--- config.mk ---
export PLATFORM = sky130hd
export DESIGN_NAME = signmagnitude_to_twoscomplement_serial
export DESIGN_NICKNAME = d
export VERILOG_FILES = /design/src/rtl/signmagnitude_to_twoscomplement_serial.sv
export SDC_FILE = /design/constraint.sdc
export NUM_CORES = 1
export LEC_CHECK = 0
export CAP_MARGIN = 20
export CORE_AREA = 2 2 50 87
export DETAILED_ROUTE_END_ITERATION = 6
export DIE_AREA = 0 0 52 89
export PLACE_DENSITY = 0.56
export SLEW_MARGIN = 40
export SYNTH_ARGS = -nofsm -noshare
export SYNTH_HDL_FRONTEND = slang
export SYNTH_SLANG_ARGS = --single-unit
--- constraint.sdc ---
create_clock -name clk -period 2.6 [get_ports clk]
set_input_delay 0.52 -clock clk [delete_from_list [all_inputs] [get_ports clk]]
set_output_delay 0.52 -clock clk [all_outputs]
set_load 0.05 [all_outputs]
--- src/rtl/signmagnitude_to_twoscomplement_serial.sv ---
// Bit-serial sign-magnitude to two's complement converter, LSB first.
// A word is accepted in IDLE, converted one bit per clock in SHIFT and
// presented in DONE until the downstream side takes it.
// Optional feature macro: SM2TC_NEGZERO_FLAG_EN adds the neg_zero output,
// which flags a negative-zero input alongside the (zero) result.
module signmagnitude_to_twoscomplement_serial #(
  parameter int W = 8
) (
  input  logic         clk,
  input  logic         rst_n,
  input  logic         in_valid,
  output logic         in_ready,
  input  logic         in_sign,
  input  logic [W-2:0] in_mag,
  output logic         out_valid,
  input  logic         out_ready,
  output logic [W-1:0] out_data
`ifdef SM2TC_NEGZERO_FLAG_EN
  ,
  output logic         neg_zero
`endif
);

  localparam int CW = (W > 2) ? $clog2(W) : 1;

  typedef enum logic [1:0] {
    IDLE  = 2'd0,
    SHIFT = 2'd1,
    DONE  = 2'd2
  } state_t;

  state_t         state;
  state_t         state_nxt;
  logic [CW-1:0]  cnt;
  logic           seen_one;
  logic           sign_r;
  logic [W-2:0]   mag_r;
  logic [W-2:0]   acc;
  logic           last_bit;
  logic           res_bit;
  logic           accept;
  logic           release_out;

  // One output bit: copy up to and including the first 1, invert afterwards
  // when negative; the MSB is the sign only if a non-zero magnitude was seen.
  function automatic logic conv_bit(input logic s, input logic seen,
                                    input logic b, input logic msb);
    if (msb)
      return s & seen;
    return (s & seen) ? ~b : b;
  endfunction

  assign in_ready    = (state == IDLE);
  assign out_valid   = (state == DONE);
  assign accept      = in_valid && in_ready;
  assign release_out = out_valid && out_ready;
  assign last_bit    = (cnt == CW'(W - 1));
  assign res_bit     = conv_bit(sign_r, seen_one, mag_r[0], last_bit);

  // State register
  always_ff @(posedge clk or negedge rst_n) begin
    if (!rst_n)
      state <= IDLE;
    else
      state <= state_nxt;
  end

  // Next-state logic
  always_comb begin
    state_nxt = state;
    case (state)
      IDLE:    if (accept)      state_nxt = SHIFT;
      SHIFT:   if (last_bit)    state_nxt = DONE;
      DONE:    if (release_out) state_nxt = IDLE;
      default:                  state_nxt = IDLE;
    endcase
  end

  // Control: bit counter, first-one tracker and the finished result word
  always_ff @(posedge clk or negedge rst_n) begin
    if (!rst_n) begin
      cnt      <= '0;
      seen_one <= 1'b0;
      out_data <= '0;
    end else begin
      case (state)
        IDLE: begin
          if (accept) begin
            cnt      <= '0;
            seen_one <= 1'b0;
          end
        end
        SHIFT: begin
          cnt      <= cnt + CW'(1);
          seen_one <= seen_one | mag_r[0];
          if (last_bit)
            out_data <= {res_bit, acc};
        end
        default: ;
      endcase
    end
  end

  // Datapath: operand capture and serial assembly; fully overwritten per word
  always_ff @(posedge clk) begin
    if (accept) begin
      sign_r <= in_sign;
      mag_r  <= in_mag;
    end else if (state == SHIFT) begin
      mag_r <= mag_r >> 1;
      acc   <= (acc >> 1) | ((W-1)'(res_bit) << (W - 2));
    end
  end

`ifdef SM2TC_NEGZERO_FLAG_EN
  logic nz_r;

  // Remember whether the accepted word was negative zero
  always_ff @(posedge clk or negedge rst_n) begin
    if (!rst_n)
      nz_r <= 1'b0;
    else if (accept)
      nz_r <= in_sign && (in_mag == '0);
  end

  assign neg_zero = out_valid & nz_r;
`endif

endmodule

==> flow_metrics.py <==
metrics = {
    "status": {
        "run_status": "complete, no violations",
    },
    "route": {
        "detail_route.vias_per_cell": 4.60,
        "drc_errors": 0,
        "first_pass_iters": 3,
        "vias": 663,
        "drt_wl_total_mm": 2.01,
        "ant_nets": 0,
        "drt_iter0_drc": 7,
        "post_drt_wl_per_cell_microns": 14.0,
    },
    "timing": {
        "relSlewSlack_pct": 56.3,
        "setup_tns_ps": 0,
        "setup_viol": 0,
        "rsz0062_at_grt": "no",
        "period_share_pct": 88.4,
        "clock.fmax_mhz": 435,
        "slew_viol_final": 0,
        "timing.clock.skew_ps": 8.51,
        "hold_viol_final": 0,
        "setup_slack_ps": 302,
        "period_needed_ps": 2300,
        "worstMarginPinSlew_ps": 654,
    },
    "placed_design": {
        "dp_slack_ps": 601,
        "dp_hpwl_mm": 1.51,
        "place.port_buffers": 21,
        "dpl.cell_count": 136,
        "gp_congestion": 0.746,
    },
    "cells_and_area": {
        "final_cell_mix": "21 x clkdlybuf4s50_1, 15 x edfxtp_1, 14 x dfrtp_1, 8 x mux2_2, 6 x mux2_4",
        "insertedDiodeCount": 0,
        "multi_input_area_sq_um": 338,
        "num-fill-cells": 360,
        "final_common_cell": "clkdlybuf4s50_1",
        "drive_gt1_share_pct": 25.0,
        "layoutNonFillerInstCount": 144,
        "fin_nets": 109,
        "register_area_sq_um": 801,
        "syn_to_final_growth_pct": 30.6,
    },
    "yosys": {
        "mappedNetlistArea_sq_um": 1170,
        "ys_ff_latch": 29,
        "synth_top_area_share_pct": 38.6,
        "yosysSeqAreaShare_pct": 68.7,
        "syn_area_per_cell_sq_um": 16.9,
        "syn_nets": 83,
        "yosysTopAreaCell": "edfxtp_1",
        "synth_warnings": 0,
        "synth_cells": 69,
        "synth_top_cells_by_area": "edfxtp_1 39%, dfrtp_1 30%, mux2_2 7.7%",
        "synth.distinct_cells": 20,
    },
    "clock_tree": {
        "clock_latency_ps": 270,
        "clkSinkCount": 29,
        "path_clk_slew_ps": 60,
        "htree_num_levels": 2,
        "cts_buffers": 5,
        "holdBufCountCts": 0,
        "ctsRootBufferMaster": "clkbuf_8",
        "postCtsSetupBuffers": 0,
        "cts.path.max_buffers": 2,
        "cts_resized": 0,
        "cts_tree": "built",
    },
    "power_and_ir_drop": {
        "p_leak_nw": 0.607,
        "swShare_pct": 33.9,
        "ir_drop_mv": 0.588,
        "power.density_nw_per_um2": 1370,
        "clkPwrFrac_pct": 21.0,
        "seq_power_share_pct": 42.3,
        "pwr-share-comb_pct": 36.8,
        "p_int_mw": 1.38,
        "netSwitchingPower_mw": 0.710,
    },
    "floorplan": {
        "fp.dieH_microns": 89,
        "core_area_sq_um": 3870,
        "die_x_microns": 52,
        "ios": 22,
        "initial_core_util_pct": 30.2,
        "num_rows": 30,
        "die-area_sq_um": 4630,
    },
    "critical_path": {
        "worstSetupEndpointType": "output pin",
        "crit_type": "reg2out",
        "crit_arrival_ps": 1780,
        "cp.required_ps": 2080,
        "startpoint_type": "flop",
        "path_max_fanout": 5,
    },
    "min_path": {
        "hold_path.class": "reg2reg",
    },
    "global_routing": {
        "globalRouteOverflowTotal": 0,
        "grt_start_max_net_pins": 15,
        "antenna_found_initial": 0,
        "grt_pass1_vias": 716,
        "grt_pass1_wl_mm": 3.44,
        "grt_use_total_pct": 10.5,
    },
    "flow_run": {
        "cap_violations": 0,
    },
}
-- power by group through the flow --
stage               logic [mW]  clock network [mW]  registers, mW
global placement         0.755                   0          0.882
finish                   0.769               0.439          0.884
global route             0.822               0.479          0.913
CTS                      0.780               0.452          0.889
floorplan                0.368                   0           1.06
detailed placement       0.778                   0          0.894
-- worst max-delay path, cell delays in order, from the launching register on --
cell             delay [ps]
dfrtp_1                 450
inv_1                   130
nor2_1                  110
clkdlybuf4s50_1         820
-- synthesized netlist by cell type --
library cell / number
inv_1: 2
nand3b_2: 1
mux2_2: 8
o21ai_0: 2
and2_4: 1
dfrtp_1: 14
mux2_4: 6
and3_1: 1
nor2b_1: 2
xnor2_1: 1
edfxtp_1: 15
nor2_1: 2
ha_1: 2
a21oi_1: 3
a22o_1: 2
o31ai_1: 1
nor2_4: 1
nand2_1: 2
buf_6: 2
nand2b_1: 1
-- logic make-up (layout without fill, tap and decap cells) --
| logic type | Yosys count | in the layout | synth area share (%) |
|---|---|---|---|
| AND/OR/NAND/NOR | 11 | 11 | 6.12 |
| multiplexers | 14 | 14 | 15.5 |
| flip-flops | 29 | 29 | 68.7 |
| adder cells (fa/ha/maj) | 2 | 2 | 2.15 |
| buffers and inverters | 4 | 31 | 2.58 |
| XOR/XNOR | 1 | 1 | 0.751 |
| AO/OA/AOI/OAI | 8 | 8 | 4.29 |
-- state kept, by name, summed over array words and instances (netlist names) --
name / count
acc: 7
cnt: 3
mag_r: 7
out_data: 8
seen_one: 1
sign_r: 1
state: 2
-- routing by layer --
layer	GRT usage [%]	part of all wire, %	up-vias
met4	3.59	0	0
met3	4.68	6.3	0
li1	-	-	301
met2	17.7	53	27
met1	11.4	41	335
met5	0	0	-
-- stage by stage --
stage | power [mW] | utilization [%] | hold slack (ps) | area (sq um)
3_5_place_dp | 1.67 | 36.6 | 435 | 1410
3_3_place_gp | 1.64 | 36.6 | 428 | 1410
2_1_floorplan | 1.42 | - | 224 | 1170
5_1_grt | 2.21 | 39.4 | 470 | 1520
4_1_cts | 2.12 | 39.3 | 448 | 1520
6_report | 2.09 | 39.4 | 444 | 1520
-- cell type report --
| class | instances | area share (%) |
|---|---|---|
| Tap cell | 48 | 3.94 |
| Sequential cell | 29 | 52.6 |
| Multi-Input combinational cell | 36 | 22.2 |
| Inverter | 2 | 0.493 |
| Timing Repair Buffer | 21 | 13.8 |
| Clock inverter | 2 | 2.22 |
| Clock buffer | 6 | 4.77 |
-- worst paths after layout --
| path | startpoint | end | slack (ps) | cells past startpoint |
|---|---|---|---|---|
| max | state[1] | out_valid | 300 | 3 |
| min | acc[6] | acc[5] | 440 | 0 |
| max reg2reg | cnt[0] | out_data[6] | 1020 | 4 |
| min reg2reg | acc[6] | acc[5] | 440 | 0 |
| max in group asynchronous | rst_n | out_data[6] | 1520 | 1 |
| min in group asynchronous | rst_n | out_data[2] | 650 | 1 |
Note: power is estimated with default switching activity, not from simulation.
